### config.mk
export PLATFORM = sky130hd
export DESIGN_NAME = lfsr_stream
export DESIGN_NICKNAME = d
export VERILOG_FILES = /design/src/rtl/lfsr_pkg.sv /design/src/rtl/lfsr_step.sv /design/src/rtl/lfsr_stream.sv
export SDC_FILE = /design/constraint.sdc
export NUM_CORES = 1
export LEC_CHECK = 0
export BUFFER_PORTS_ARGS = -buffer_cell sky130_fd_sc_hd__buf_2
export CORE_UTILIZATION = 47
export CTS_CLUSTER_DIAMETER = 80
export CTS_CLUSTER_SIZE = 20
export DETAILED_ROUTE_END_ITERATION = 8
export HOLD_SLACK_MARGIN = 0.12
export PLACE_DENSITY = 0.75
export SLEW_MARGIN = 40
export SYNTH_ARGS = -nofsm -noshare
export SYNTH_HDL_FRONTEND = slang
export SYNTH_SLANG_ARGS = --single-unit
### constraint.sdc
create_clock -name clk -period 2.55 [get_ports clk]
set_input_delay 0.1275 -clock clk [delete_from_list [all_inputs] [get_ports clk]]
set_output_delay 0.1275 -clock clk [all_outputs]
set_load 0.005 [all_outputs]
### src/rtl/lfsr_pkg.sv
// Shared definitions for the lfsr_stream block: mode encodings and FSM states.
package lfsr_pkg;

  localparam logic MODE_FIB = 1'b0;
  localparam logic MODE_GAL = 1'b1;

  typedef enum logic [1:0] {
    IDLE,
    RUN,
    STALL
  } fsm_t;

endpackage

### src/rtl/lfsr_step.sv
// One combinational LFSR step in Fibonacci or Galois form.
// The emitted bit is the current state[0].
module lfsr_step
  import lfsr_pkg::*;
#(
  parameter int WIDTH = 8
) (
  input  logic [WIDTH-1:0] state,
  input  logic [WIDTH-1:0] tap,
  input  logic             mode,
  output logic [WIDTH-1:0] next_state,
  output logic             emit
);

  // Fibonacci shifts the tap parity in at the top; Galois xors the taps in when a one falls out.
  always_comb begin
    next_state = '0;
    if (mode == MODE_FIB) begin
      next_state = {^(state & tap), state[WIDTH-1:1]};
    end else begin
      next_state = (state >> 1) ^ (state[0] ? tap : '0);
    end
  end

  assign emit = state[0];

endmodule

### src/rtl/lfsr_stream.sv
// Parametrised LFSR generator with seed load, all-zero lockup recovery and
// word packing behind a valid/ready handshake with backpressure.
// Optional feature macro: LFSR_PERIOD_CNT_EN enables the sequence period counter;
// without it period and period_valid are tied low.
module lfsr_stream
  import lfsr_pkg::*;
#(
  parameter int WIDTH = 8,
  parameter int OUT_W = 8
) (
  input  logic             clk,
  input  logic             rst,
  input  logic             en,
  input  logic             load,
  input  logic             mode,
  input  logic [WIDTH-1:0] tap,
  input  logic [WIDTH-1:0] seed,
  output logic             out,
  output logic [WIDTH-1:0] state,
  output logic [OUT_W-1:0] word,
  output logic             word_valid,
  input  logic             word_ready,
  output logic             stall,
  output logic             lockup,
  output logic [WIDTH-1:0] period,
  output logic             period_valid
);

  localparam int CNT_W = (OUT_W > 1) ? $clog2(OUT_W) : 1;

  fsm_t             fsm;
  logic [OUT_W-1:0] acc;
  logic [OUT_W-1:0] acc_shift;
  logic [CNT_W-1:0] cnt;
  logic [WIDTH-1:0] raw_next;
  logic [WIDTH-1:0] next_safe;
  logic [WIDTH-1:0] seed_safe;
  logic             emit;
  logic             last_bit;
  logic             blocked;
  logic             step;

  lfsr_step #(.WIDTH(WIDTH)) u_step (
    .state      (state),
    .tap        (tap),
    .mode       (mode),
    .next_state (raw_next),
    .emit       (emit)
  );

  // A step is held off only when it would complete a word that cannot be handed over.
  assign last_bit  = (cnt == CNT_W'(OUT_W - 1));
  assign blocked   = last_bit && word_valid && !word_ready;
  assign step      = en && !load && !blocked;
  assign stall     = en && !rst && !load && blocked;
  assign next_safe = (raw_next == '0) ? WIDTH'(1) : raw_next;
  assign seed_safe = (seed == '0) ? WIDTH'(1) : seed;
  assign out       = state[0];

  // The accumulator shifts the newest bit in at the top so the first bit lands in word[0].
  if (OUT_W == 1) begin : g_acc_single
    assign acc_shift = emit;
  end else begin : g_acc_multi
    assign acc_shift = {emit, acc[OUT_W-1:1]};
  end

  // Core sequencing: LFSR state, lockup guard, packing, handshake and FSM.
  always_ff @(posedge clk) begin
    if (rst) begin
      state      <= WIDTH'(1);
      word       <= '0;
      word_valid <= 1'b0;
      lockup     <= 1'b0;
      acc        <= '0;
      cnt        <= '0;
      fsm        <= IDLE;
    end else begin
      lockup <= 1'b0;
      if (load) begin
        state      <= seed_safe;
        lockup     <= (seed == '0);
        acc        <= '0;
        cnt        <= '0;
        word_valid <= 1'b0;
        fsm        <= IDLE;
      end else begin
        if (word_valid && word_ready) begin
          word_valid <= 1'b0;
        end
        if (step) begin
          state  <= next_safe;
          lockup <= (raw_next == '0);
          acc    <= acc_shift;
          if (last_bit) begin
            cnt        <= '0;
            word       <= acc_shift;
            word_valid <= 1'b1;
          end else begin
            cnt <= cnt + CNT_W'(1);
          end
        end
        case (fsm)
          IDLE:    if (en) fsm <= RUN;
          RUN:     if (en && blocked) fsm <= STALL;
          STALL:   if (word_ready) fsm <= RUN;
          default: fsm <= IDLE;
        endcase
      end
    end
  end

`ifdef LFSR_PERIOD_CNT_EN
  logic [WIDTH-1:0] ref_state;
  logic [WIDTH-1:0] step_cnt;
  logic [WIDTH-1:0] step_inc;

  assign step_inc = (step_cnt == '1) ? step_cnt : step_cnt + WIDTH'(1);

  // Count steps since the last load and latch the count the first time the loaded value returns.
  always_ff @(posedge clk) begin
    if (rst) begin
      ref_state    <= WIDTH'(1);
      step_cnt     <= '0;
      period       <= '0;
      period_valid <= 1'b0;
    end else if (load) begin
      ref_state    <= seed_safe;
      step_cnt     <= '0;
      period       <= '0;
      period_valid <= 1'b0;
    end else if (step) begin
      step_cnt <= step_inc;
      if (!period_valid && next_safe == ref_state) begin
        period       <= step_inc;
        period_valid <= 1'b1;
      end
    end
  end
`else
  assign period       = '0;
  assign period_valid = 1'b0;
`endif

endmodule
# Word-level counts from Yosys, hierarchy flattened
# Index checks and enable logic that the tools add are counted.
[op_classes]
n_addsub = 1
n_mul = 0
n_div = 0
magnitude_cmp = 0
n_eq_ne = 1
n_shift = 0
mux = 12
bitwise_logic = 3
reduce_logical = 18
[op_table]
columns = ["cell", "count"]
rows = [
  ["$mux W8", 6],
  ["$logic_not A8 Y1", 2],
  ["$and A8 B8 Y8", 1],
  ["$logic_and A1 B1 Y1", 8],
  ["$reduce_xor A8 Y1", 1],
  ["$xor A7 B8 Y8", 1],
  ["$mux W1", 5],
  ["$logic_not A1 Y1", 4],
  ["$add A3 B1 Y3 const B", 1],
  ["$eq A3 B3 Y1 const B", 1],
  ["$mux W3", 1],
  ["$reduce_and A3 Y1", 1],
  ["$reduce_bool A2 Y1", 1],
  ["$reduce_or A2 Y1", 1],
  ["$not A1 Y1", 1],
]
[word_totals]
ff_bits = 29
latch_bits = 0
ramBits = 0
rom_bits = 0
input_bits = 22
out_inout_bits = 29
elab_cells = 41
memories = 0

# Longest topological paths before layout
[depth]
depth_word = 7
mapped_depth = 8
mapped_depth_nobuf = 8

# Hierarchy
# Synthesis repeated with hierarchy kept, for this count alone.
[hier_totals]
cells_unflattened = 171
hier_area_um2 = 1505.2
[modules_own_cells]
columns = ["mod", "n_inst", "cells_per_inst", "area_per_inst_um2", "seq_area_each_um2"]
rows = [
  ["lfsr_stream", 1, 137, 1300.0, 560.5],
  ["lfsr_step", 1, 34, 205.2, 0.0],
]

# Least setup slack after synthesis
# No wires, ideal clock.
[synth_timing]
path_kind = "reg-to-reg"
startpoint = "register cnt[0]"
endpoint = "register acc[7]"
setup_time_ns = 0.070
arrival_time_ns = 1.585
required_time_ns = 2.480
slack_ns = 0.895
stages_incl_launch_ff = 8
n_path_buf = 1
period_less_slack_ns = 1.655
path_cell_list = "dfxtp_1 -> ha_1 -> ha_1 -> nand3b_1 -> nor3b_2 -> clkbuf_1 -> nand2_1 -> a21oi_1"
[synth_between]
elab_chain_len = 5
[synth_lines]
columns = ["item", "line", "source"]
rows = [
  ["start, declared", "lfsr_stream.sv:34", "logic [CNT_W-1:0] cnt;"],
  ["start signal, assigned", "lfsr_stream.sv:99", "cnt <= cnt + CNT_W'(1);"],
  ["$eq A3 B3 Y1", "lfsr_stream.sv:52", "assign last_bit = (cnt == CNT_W'(OUT_W - 1));"],
  ["$logic_and A1 B1 Y1 (2 in series)", "lfsr_stream.sv:53", "assign blocked = last_bit && word_valid && !word_ready;"],
  ["$logic_not A1 Y1", "lfsr_stream.sv:54", "assign step = en && !load && !blocked;"],
  ["$logic_and A1 B1 Y1", "lfsr_stream.sv:54", ""],
  ["end signal, assigned", "lfsr_stream.sv:93", "acc <= acc_shift;"],
  ["end, declared", "lfsr_stream.sv:32", "logic [OUT_W-1:0] acc;"],
]
# No other way between the ends.
# A chain may end at the register's enable or synchronous reset.

# Worst setup path after layout
[layout_timing]
startpoint = "register cnt[0]"
endpoint = "output stall"
[layout_between]
elab_chain_len = 4
[layout_lines]
columns = ["item", "line", "source"]
rows = [
  ["$eq A3 B3 Y1", "lfsr_stream.sv:52", ""],
  ["$logic_and A1 B1 Y1 (2 in series)", "lfsr_stream.sv:53", ""],
  ["$logic_and A1 B1 Y1", "lfsr_stream.sv:55", "assign stall = en && !rst && !load && blocked;"],
  ["end, declared", "lfsr_stream.sv:23", "output logic stall,"],
]
# No other way between the ends.

==> results.py <==
metrics = {
    "outcome": {
        "outcome": "completed",
    },
    "routing": {
        "drtIter0Drc": 68,
        "viasPerCell": 5.22,
        "vias": 1534,
        "dr.pass1.iters": 4,
        "detail-route-antenna-nets": 0,
        "wl_per_cell_um": 11.6,
        "wl_um": 3400,
        "drc": 0,
    },
    "logic_synthesis": {
        "synthAdderAreaFrac": 0.0158,
        "synth_edf_count": 0,
        "synth_ff_type": "dfxtp_1",
        "avgSynthCellArea_um2": 7.41,
        "synth_mux_area_frac": 0,
        "ys_ff_latch": 28,
        "synth_xor_area_frac": 0.0887,
        "yosys_warnings": 0,
        "netlist_area_mm2": 0.00158,
        "synth_compound_area_frac": 0.162,
        "synth-simple-area-share": 0.297,
        "netlist_instances": 213,
        "async_reset_ff_frac": 0,
        "synth_top_family_by_area": "simple AND/OR/NAND/NOR gates",
        "synth.distinct_cells": 34,
        "yosysSeqAreaShare": 0.355,
    },
    "min_path": {
        "min_path_cells": 4,
        "hold_class": "in2reg",
        "min_from": "seed[2]",
        "whs_endpoint": "lockup",
    },
    "final_layout": {
        "final_cell_mix": "nand2_1, buf_2, dfxtp_1, a21oi_1, nor2_1",
        "area_growth_pct": 15.5,
        "fin_area_mm2": 0.00182,
        "nNetsFinal": 276,
        "antennaDiodeCount": 0,
        "final_common_cell": "nand2_1",
        "post-route-util": 0.583,
        "layout-drive-gt1-share": 0.208,
    },
    "clock_tree": {
        "cts_tree": "built",
        "cts_post_setup_buffers_inserted": 0,
        "htreeDepth": 1,
        "root_buffer": "clkbuf_4",
        "clk_latency_ns": 0.31,
        "numCtsBuffers": 3,
        "clkSinkCount": 28,
        "clk_pin_slew_worst_paths_ns": 0.13,
        "cts_resized": 0,
        "clock_path_buffers": 2,
        "holdBufCountCts": 3,
    },
    "sta": {
        "finalCritPeriodShare": 0.781,
        "fin_setup_tns_ns": 0,
        "rsz0062_at_grt": "false",
        "max_freq_ghz": 0.502,
        "hold_violations": 0,
        "finClkSkew_ns": 0.00163,
        "setup_viol": 0,
        "worst_hold_slack_ns": 0.128,
        "finalCriticalPeriod_ns": 1.99,
        "finalMaxSlewViolations": 0,
    },
    "floorplan": {
        "core-area_mm2": 0.00313,
        "die-area_mm2": 0.00360,
        "rows": 20,
        "dieWidth_um": 60.0,
        "initial_core_util": 0.505,
        "ioPinCount": 51,
        "fp.dieH_um": 60.0,
    },
    "power_and_ir_drop": {
        "p_leak_nw": 0.725,
        "powerDensity_mw_per_mm2": 439,
        "fin_total_pwr_mw": 0.801,
        "peakVddDrop_uv": 235,
    },
    "grt": {
        "grt_pass1_wl_um": 5690,
        "grt_max_degree": 23,
        "grt_overflow": 0,
        "antenna_found_initial": 0,
        "grt_pass1_vias": 1266,
        "grt_usage": 0.208,
    },
    "run": {
        "maxCapViolCount": 0,
    },
    "placement": {
        "port_buffers": 41,
        "routabilityCongestion": 0.832,
        "place_area_mm2": 0.00177,
        "dp_hpwl_um": 2530,
    },
    "worst_setup_path": {
        "crit_type": "reg2out",
        "end_kind": "output pin",
        "crit-reg2reg-launch": "cnt[0]",
        "required_ns": 2.42,
        "reg2regPathDepth": 7,
        "timing.rr.end": "state[7]",
        "crit_fanout": 11,
        "reg2reg_slack_ns": 0.61,
        "critPathLaunchType": "register",
        "crit_arrival_ns": 1.86,
    },
}
==> layout make-up <==
type,count,area [um^2]
Sequential cell,28,561
Clock buffer,3,22.5
Timing Repair Buffer,47,258
Inverter,1,3.75
Fill cell,311,1310
Tap cell,44,55.1
Multi-Input combinational cell,171,923
==> worst max-delay path by stage <==
stage | from | endpoint | slack, ns | cells past startpoint
floorplan | cnt[0] | acc[7] | 0.89 | 7
global placement | cnt[0] | state[7] | 0.71 | 7
detailed placement | cnt[0] | state[7] | 0.62 | 7
CTS | cnt[0] | stall | 0.55 | 5
global route | cnt[0] | word[3] | 0.42 | 7
finish | cnt[0] | stall | 0.56 | 5
==> cells by family (layout without fill, tap and decap cells) <==
family / count (synthesis) / after routing
adder cells (fa/ha/maj): 2 / 2
AO/OA/AOI/OAI: 44 / 44
buffers and inverters: 22 / 51
XOR/XNOR: 16 / 16
other: 1 / 9
flip-flops: 28 / 28
AND/OR/NAND/NOR: 100 / 100
==> sequential cells by signal, summed over array words and instances, names as in the netlist <==
| signal | count |
|---|---|
| state | 8 |
| word | 8 |
| acc | 7 |
| cnt | 3 |
| lockup | 1 |
| word_valid | 1 |
==> layer usage <==
layer | part of all wire | wire length (um) | global-route usage | up-vias
li1 | - | - | - | 779
met1 | 0.47 | 1590 | 0.289 | 695
met2 | 0.46 | 1570 | 0.340 | 56
met3 | 0.061 | 207 | 0.0325 | 4
met4 | 0.011 | 36 | 0.0399 | 0
met5 | 0 | 0 | 0 | -
==> synthesized netlist by cell type, drive strengths merged, types with 3 or more instances <==
master | n | area (um^2)
nand2 | 55 | 209
dfxtp | 28 | 561
a21oi | 26 | 130
nor2 | 16 | 60.1
xnor2 | 14 | 123
buf | 12 | 87.6
clkbuf | 9 | 33.8
nand3 | 9 | 45.0
a31oi | 6 | 37.5
nand3b | 5 | 37.5
o21ai | 5 | 25.0
o32ai | 3 | 26.3
==> metrics by stage <==
step	cells	setup WS, ns
3_5_place_dp	288	0.621
5_1_grt	294	0.421
2_1_floorplan	221	0.895
6_report	294	0.558
3_3_place_gp	288	0.710
4_1_cts	294	0.545
==> where the power goes <==
group / switching (mW) / total [mW] / internal (mW)
combinational: 0.0872 / 0.164 / 0.0765
clock: 0.114 / 0.169 / 0.0552
sequential: 0.0202 / 0.468 / 0.448
==> critical path: stages (launching register included) <==
cell	delay [ns]
dfxtp_1	0.37
ha_1	0.16
ha_1	0.37
nand3b_1	0.23
nor3_1	0.26
buf_2	0.15
Power figures use the tool's default switching activity.
